--- src/rtl/pn_gen.sv ---
// Fibonacci-style PN/LFSR generator with seed load, period measurement and zero-seed lockup guard.
// One step per cycle when run|step; outputs are registered and update on the advancing edge; no backpressure.
module pn_gen #(
  parameter int            N            = 6,
  parameter logic [N-1:0]  TAPS         = 6'b110000,
  parameter logic [N-1:0]  DEFAULT_SEED = {{(N-1){1'b0}}, 1'b1},
  parameter int            CW           = 16
) (
  input  logic          clock,
  input  logic          new_Game,
  input  logic          seed_load,
  input  logic [N-1:0]  seed,
  input  logic          run,
  input  logic          step,
  output logic [N-1:0]  pn,
  output logic          pn_valid,
  output logic          wrap,
  output logic          lockup,
  output logic [CW-1:0] period
);

  logic [N-1:0]  state_q, state_d;
  logic [N-1:0]  ref_seed_q, ref_seed_d;
  logic [CW-1:0] step_cnt_q, step_cnt_d;
  logic [CW-1:0] period_q, period_d;
  logic          pn_valid_q, pn_valid_d;
  logic          wrap_q, wrap_d;
  logic          lockup_q, lockup_d;

  logic          adv;
  logic          seed_zero;
  logic [N-1:0]  seed_eff;
  logic          fb;
  logic [N-1:0]  next_state;

  assign adv        = run | step;
  assign seed_zero  = (seed == '0);
  assign seed_eff   = seed_zero ? DEFAULT_SEED : seed;
  assign fb         = ^(state_q & TAPS);
  assign next_state = {state_q[N-2:0], fb};

  always_comb begin
    state_d    = state_q;
    ref_seed_d = ref_seed_q;
    step_cnt_d = step_cnt_q;
    period_d   = period_q;
    pn_valid_d = 1'b0;
    wrap_d     = 1'b0;
    lockup_d   = 1'b0;
    if (seed_load) begin
      // A load swallows any concurrent advance request.
      state_d    = seed_eff;
      ref_seed_d = seed_eff;
      step_cnt_d = '0;
      lockup_d   = seed_zero;
    end else if (adv) begin
      state_d    = next_state;
      pn_valid_d = 1'b1;
      if (next_state == ref_seed_q) begin
        wrap_d     = 1'b1;
        period_d   = step_cnt_q + CW'(1);
        step_cnt_d = '0;
      end else if (step_cnt_q != '1) begin
        step_cnt_d = step_cnt_q + CW'(1);
      end
    end
  end

  always_ff @(posedge clock or posedge new_Game) begin
    if (new_Game) begin
      state_q    <= DEFAULT_SEED;
      ref_seed_q <= DEFAULT_SEED;
      step_cnt_q <= '0;
      period_q   <= '0;
      pn_valid_q <= 1'b0;
      wrap_q     <= 1'b0;
      lockup_q   <= 1'b0;
    end else begin
      state_q    <= state_d;
      ref_seed_q <= ref_seed_d;
      step_cnt_q <= step_cnt_d;
      period_q   <= period_d;
      pn_valid_q <= pn_valid_d;
      wrap_q     <= wrap_d;
      lockup_q   <= lockup_d;
    end
  end

  assign pn       = state_q;
  assign pn_valid = pn_valid_q;
  assign wrap     = wrap_q;
  assign lockup   = lockup_q;
  assign period   = period_q;

endmodule

--- config.mk ---
export PLATFORM = sky130hd
export DESIGN_NAME = pn_gen
export DESIGN_NICKNAME = d
export VERILOG_FILES = /design/src/rtl/pn_gen.sv
export SDC_FILE = /design/constraint.sdc
export NUM_CORES = 1
export LEC_CHECK = 0
export ABC_AREA = 1
export BUFFER_PORTS_ARGS = -buffer_cell sky130_fd_sc_hd__buf_4
export CORE_MARGIN = 2
export CORE_UTILIZATION = 40
export CTS_BUF_LIST = sky130_fd_sc_hd__clkbuf_16
export CTS_CLUSTER_SIZE = 25
export DETAILED_ROUTE_END_ITERATION = 16
export GPL_TIMING_DRIVEN = 0
export PLACE_DENSITY = 0.72
export SLEW_MARGIN = 20
export SYNTH_ARGS = -nofsm -noshare
export SYNTH_HDL_FRONTEND = slang
export SYNTH_SLANG_ARGS = --single-unit
--- constraint.sdc ---
create_clock -name clock -period 1.72 [get_ports clock]
set_clock_uncertainty 0.05 [all_clocks]
set_input_delay 0.258 -clock clock [delete_from_list [all_inputs] [get_ports clock]]
set_output_delay 0.258 -clock clock [all_outputs]
set_load 0.005 [all_outputs]
Word-level counts from Yosys, hierarchy flattened
Index checks and enable logic that the tools add are counted.

storage, ports and cells
  flip-flop bits (word level) = 47
  input port bits = 11
  output and inout bits = 25

operators by class
  add/sub/neg operators = 1
  equality and inequality tests = 2
  multiplexer cells = 13
  bitwise gates (word level) = 2
  reduce and logical (&&, ||, !) cells = 6

operator list
  kind                                                             count
  16-bit two-way mux                                               4
  6-bit two-way mux                                                3
  16-bit by 1-bit adder with 16-bit output, second input constant  1
  16-bit != test, second input constant                            1
  6-bit == test                                                    1
  6-bit logical NOT                                                1
  1-bit two-way mux                                                6
  6-bit parity                                                     1
  3-bit AND reduction                                              1
  3-bit nonzero test                                               1
  2-bit AND reduction                                              1
  2-bit nonzero test                                               1
  1-bit inverter                                                   1
  1-bit bitwise OR                                                 1

Longest topological paths before layout
Gate-level depths: netlist of run 1.

  word-level depth = 5
  depth in mapped cells = 12

Least setup slack after synthesis of run 1
Ideal clock, no wire load.

  path kind = reg2reg
  from = register state_q[0] (netlist: pn[0])
  to = register period_q[10] (netlist: period[10])
  library setup time = 116 ps
  arrival = 1433 ps
  slack = 121 ps
  cell stages (with the launch flop) = 13
  buffers on the path = 1
  period minus slack after synthesis = 1599 ps
  path through = dfstp_2 -> inv_1 -> nand2_1 -> nand2_1 -> nor2_1 -> nand2_1 -> inv_2 -> nand2_2 -> nor2_4 -> inv_2 -> buf_2 -> nand2_1 -> nand2_1

between the ends
  longest elaborated chain between the ends = 2

RTL lines
  element                               line  text
  start: declaration                    22    logic [N-1:0] state_q, state_d;
  start signal: assignment              79    state_q <= state_d;
  6-bit == test                         59    if (next_state == ref_seed_q) begin
  3-bit AND reduction (no source line)  n/a
  end signal: assignment                82    period_q <= period_d;
  end: declaration                      25    logic [CW-1:0] period_q, period_d;

Every way passes these cells.
A chain may end at the register's enable or synchronous reset.

Worst setup path in the final report of run 1
  from = register state_q[0] (netlist: pn[0])
  to = register period_q[2] (netlist: period[2])

The elaborated chain is that of the path after synthesis.

==> metrics.txt, run 1 <==
Port Buffers=35; Synth area leader=dfrtp_1; max cap viols=0; antenna violations before repair=0; hold-critical path depth=2; min-delay worst type=input port to register; outcome=finished clean; post-synthesis register bit count=47; TritonCTS Buffers=5; DR pass1 iterations=4; Worst setup EP type=register; Synth Area in Adders=less than 1%; Slew @ Worst Pin=roughly 550 ps; Crit-path slowest cell=dfstp_2; leakage=1.609 nW; Post-DP Area=2725 sq um; Slew Limit Fails=0; gpl congestion=0.8830; Buf/Inv on CP=4; total power draw=2.799 mW; most numerous cell in the Yosys netlist=nand2_1; setup violators final=0; Setup CP Type=register to register; final non-filler cell total=about 420; routed via count=2,166; Arr. time, crit path=roughly 1900 ps; Max Freq=approximately 580 MHz; crit-path max FO=6; largest family of logic cells by synthesized area=simple AND/OR/NAND/NOR gates; Worst path most repeated cell=nand2_1; final routed DRC violation total=0; Critical Path Start Type=register; most frequent cells after synthesis=nand2_1 (124), dfrtp_1 (45), inv_1 (20); Initial Util=41.95%; xor-xnor portion of the synthesized cell area=4.096%; FFs w/ async S/R, synth=100.0%; RSZ-0062 raised after global routing=true; clk slew on worst S/H paths=60 ps; Syn Area/Cell=8.001 sq um; nets=between 300 and 400; compound-cell area share of the yosys netlist=3.351%; vias in the first global route=~2,100; I/O pins=36; Seq/Total Area, Yosys=50.11%; Layout area overhead=33.09%; setup TNS=0 ps; crit-path cells=inv_2, nand2_1, nand2_1, nor2_1, nand2_1, inv_2, nand2_4, nor2_4, inv_4, clkbuf_16, nand2_4, nand2_2; Die Span X=80.69 um; Synth Area in Simple Gates=36.12%; CTS Root Cell=clkbuf_16; drt total wl=5722 um; core area=5608 sq um; CTS tree=built; Peak VDD IR=0.5906 mV; drt first-iter violations=192; critical path required time=1850 ps; Yosys cell types=28; drt wl/cell=13.56 um; DRT antenna net count=0; worst skew pair latency=~280 ps; design area=about 3100 sq um; Setup WS pre-CTS=-131.0 ps; R2R Setup Slk=7 ps; n_diodes=0; remaining global-route overflow=0; All-Layer GR Usage=18.89%; dpl hpwl=3924 um; die area=6510 sq um; hold_sp=seed_load; multiplexer area fraction after synthesis=0%; P per Cell Area=between 800 and 900 nW/um^2; Synth Flop Type=dfrtp_1; EDFF count, synth=0; clk sinks=47; Inst Count DP=about 400; clock buffer depth=2; fin crit share=99.62%; Yosys top cell area share=roughly 48%; largest net degree at the start of global routing=28; Final Critical Period=1713 ps; Final Hold Fails=0; Syn Nets=~310; synthesized cell area=2352 sq um; worst reg2reg path depth=12; cells after synthesis=294; Yosys Warn Count=0; first-pass GRT wire length=approximately 9500 um; FP Rows=27; Synth area leaders=dfrtp_1 (48%), nand2_1 (20%), nand4_1 (5.1%); Worst R2R End=period[2]$_DFFE_PP0P_; Die H=80.69 um; Hold Crit Endpoint=pn_valid$_DFF_PP0_; FF-to-FF Start=pn[0]$_DFFE_PP1P_; share of cells above drive strength 1=28.57%; H-tree Lvls=2; routed vias/inst=5.133; Worst path top cell family by delay=simple AND/OR/NAND/NOR gates; crit-path max cell delay=560 ps; Setup WS post-layout=roughly 6.5 ps; Slew HR=63.66%
==> cells by family after synthesis <==
| group | Yosys count |
|---|---|
| AOI/OAI and AO/OA | 12 |
| xor gates and xnor gates | 11 |
| adders and majority gates | 1 |
| buffers and inverters | 33 |
| DFF | 47 |
| and+or+nand+nor | 190 |
==> cell usage in the layout (no fill, tap or decap), types with 5 or more instances in the layout <==
cell type	count
inv_1	19
nand4_1	19
clkbuf_16	6
inv_2	6
nand2_2	16
dfrtp_1	45
nand3_1	12
o221ai_1	5
buf_4	45
nand2_1	107
xor2_1	7
nor2_1	17
o21ai_0	6
==> registers in the layout, summed over array words and instances (netlist names) <==
signal,count
ref_seed_q,6
pn_valid,1
wrap,1
step_cnt_q,16
pn,6
period,16
lockup,1
==> per-stage QoR <==
step | utilization, % | hold slack (ps)
3_5_place_dp | 48.59 | 254.4
5_1_grt | 55.82 | 177.6
4_1_cts | 53.15 | 153.1
2_1_floorplan | - | 307.5
6_report | 55.82 | 169.8
3_3_place_gp | 48.24 | 405.5
==> worst max-delay path by stage <==
stage,depth (start not counted),to,start
floorplan,12,period[10]$_DFFE_PP0P_,pn[0]$_DFFE_PP1P_
global placement,2,step_cnt_q[7]$_DFFE_PP0P_,new_Game
detailed placement,12,period[2]$_DFFE_PP0P_,pn[0]$_DFFE_PP1P_
CTS,12,period[11]$_DFFE_PP0P_,pn[0]$_DFFE_PP1P_
global route,12,period[10]$_DFFE_PP0P_,pn[0]$_DFFE_PP1P_
finish,12,period[2]$_DFFE_PP0P_,pn[0]$_DFFE_PP1P_
==> power by group <==
part	leakage, nW	internal (mW)	switching (mW)	total [mW]
logic	0.889	0.167	0.176	0.343
clock network	0.0952	0.827	0.403	1.23
registers	0.625	1.17	0.0526	1.23
==> timing repair <==
action                                  CTS  global route
resized for setup                         4            34
hold endpoints to repair                 20             0
endpoints found under the setup margin   20            28
pin swaps                                 4            10
cloned                                    0             1
hold buffers                              1             0
setup buffers                             6             4
==> worst reg2reg max path, cell delays in order, from the launching register on <==
cell and delay, ps:
dfstp_2 560, inv_2 50, nand2_1 50, nand2_1 50, nor2_1 120, nand2_1 100
inv_2 80, nand2_4 50, nor2_4 150, inv_4 80, clkbuf_16 160, nand2_4 50
nand2_2 50
==> final cells by class <==
type	count	area, sq um
multi-input combinational	214	1112
clock inverter	3	63.81
tap	72	90.09
timing repair buffer	48	404.1
fill	515	2477
sequential	47	1179
buffer	8	60.06
inverter	25	96.34
clock buffer	5	125.1
==> per-layer routing <==
| metal | global-route usage [%] | vias up | wire, um |
|---|---|---|---|
| li1 | - | 1047 | - |
| met1 | 22.50 | 1059 | 2391 |
| met2 | 34.17 | 52 | 3034 |
| met3 | 3.708 | 8 | 222 |
| met4 | 5.593 | 0 | 74 |
| met5 | 0 | - | 0 |
Note: power is estimated with default switching activity, not from simulation.
==> inputs of run 2 (changes only) <==
Settings changed: CORE_ASPECT_RATIO from default to 1.25.
==> run 2 against run 1 <==
  * Routed wire length shrank 0.31%
  * Sequential cell count is the same
  * Worst hold slack lost 17 ps
  * Critical path depth is the same
  * Total power shrank 10%
  * Maximum frequency grew 2.3%
  * Worst setup slack gained 38 ps
  * Die area is essentially flat
  * Clock-buffer cell count is the same
  * Critical endpoint is now period[8]$_DFFE_PP0P_
  * Highest routed layer unchanged
==> metrics.txt, run 2 (synthesis gave the netlist of run 1 again) <==
n_diodes=0; share of cells above drive strength 1=29.26%; largest net degree at the start of global routing=26; design area=3107 sq um; multi-input combinational cell area=1112 sq um; outcome=finished clean; H-tree Lvls=2; clock buffer depth=2; Worst setup EP type=register; I/O pins=36; final routed DRC violation total=0; critical path required time=1850 ps; routed vias/inst=between 5 and 6; leakage=1.598 nW; Layout area overhead=32.07%; drt total wl=5704 um; antenna violations before repair=0; fin crit share=97.40%; P per Cell Area=808.7 nW/um^2; setup TNS=0 ps; fillers=549; FF/Latch Area=1180 sq um; gpl congestion=0.8952; Die Span X=72.59 um; min-delay worst type=input port to register; crit-path cells=inv_2, nand2_1, nand2_1, nor2_2, nand2_2, inv_2, nand2_4, nor2_4, inv_4, clkbuf_16, nand2_2, nand2_1; nets=364; total power draw=2.513 mW; DR pass1 iterations=4; Util after Layout=54.12%; crit-path max FO=5; first-pass GRT wire length=9025 um; Peak VDD IR=0.4621 mV; die area=~6500 sq um; Buf/Inv on CP=4; Post-DP Area=2718 sq um; Worst path top cell family by delay=simple AND/OR/NAND/NOR gates; DRT antenna net count=0; Port Buffers=35; max cap viols=0; FP Rows=31; CTS Root Cell=clkbuf_16; clk slew on worst S/H paths=60 ps; Die H=about 90 um; most frequent cells in the layout=nand2_1 (110), buf_4 (45), dfrtp_1 (44), nand4_1 (19), inv_1 (17); Setup CP Type=register to register; RSZ-0062 raised after global routing=true; TritonCTS Buffers=5; Max Freq=between 500 and 600 MHz; most common cell after layout, fill and taps aside=nand2_1; Crit-path slowest cell=dfstp_2; Slew HR=65.55%; Critical Path Start Type=register; Worst path most repeated cell=nand2_1; dpl hpwl=3927 um; drt wl/cell=13.65 um; Final Hold Fails=0; All-Layer GR Usage=17.47%; routed via count=2,130; setup violators final=0; vias in the first global route=1,997; clk sinks=47; Arr. time, crit path=around 1800 ps; Final Critical Period=between 1500 and 2000 ps; Slew Limit Fails=0; Slew @ Worst Pin=516.0 ps; worst skew pair latency=about 290 ps; CTS tree=built; remaining global-route overflow=0; drt first-iter violations=167; crit-path max cell delay=550 ps; Initial Util=40.98%; core area=roughly 5700 sq um
run 2: timing repair:
action,4_1_cts,5_1_grt
buffers inserted,5,8
setup endpoints to repair,20,26
gates resized for setup,4,40
cloned,0,1
pin swaps,2,10
hold buffers,1,0
hold endpoints to repair,22,0
run 2: worst register-to-register path, cell delays in order (launching register included):
cell       delay (ps)
dfstp_2           550
inv_2              40
nand2_1            50
nand2_1            60
nor2_2            110
nand2_2            80
inv_2              80
nand2_4            60
nor2_4            170
inv_4              80
clkbuf_16         160
nand2_2            50
nand2_1            40
run 2: layer usage:
metal / vias to the layer above / track usage, % / wire [um]
li1: 1057 / - / -
met1: 1017 / 20.22 / 2242
met2: 46 / 30.38 / 3108
met3: 10 / 4.148 / 233
met4: 0 / 6.790 / 120
met5: - / 0 / 0
run 2: worst paths after layout:
check / slack (ps) / endpoint / from / depth (start not counted)
max: 40 / period[8]$_DFFE_PP0P_ / pn[0]$_DFFE_PP1P_ / 12
min: 150 / ref_seed_q[3]$_DFFE_PP0P_ / seed[3] / 3
max reg2reg: 40 / period[8]$_DFFE_PP0P_ / pn[0]$_DFFE_PP1P_ / 12
min reg2reg: 420 / period[6]$_DFFE_PP0P_ / period[6]$_DFFE_PP0P_ / 2
max in group asynchronous: 510 / ref_seed_q[0]$_DFFE_PP1P_ / new_Game / 4
min in group asynchronous: 510 / period[11]$_DFFE_PP0P_ / new_Game / 3
run 2: power breakdown:
group / internal, mW / switching, mW / total, mW
Clock: 0.523 / 0.398 / 0.921
Combinational: 0.177 / 0.190 / 0.367
Sequential: 1.17 / 0.0499 / 1.22
Total: 1.87 / 0.638 / 2.51
run 2: area by class of cell:
type	count	share of cell area, %
plain buffers	8	2.296
well taps	66	2.658
inverters	25	3.101
repair buffers	51	13.85
clock buffers	5	4.027
flip-flops and latches	47	37.98
clock inverters	2	0.2819
multi-input cells	214	35.80
run 2: per-stage QoR:
step	hold WS, ps	cells	setup WS [ps]
floorplan	307.5	294	121.0
global placement	405.4	395	-320.5
detailed placement	280.2	396	-148.0
CTS	152.4	409	-9.835
global route	155.2	418	-54.18
finish	152.6	418	44.80
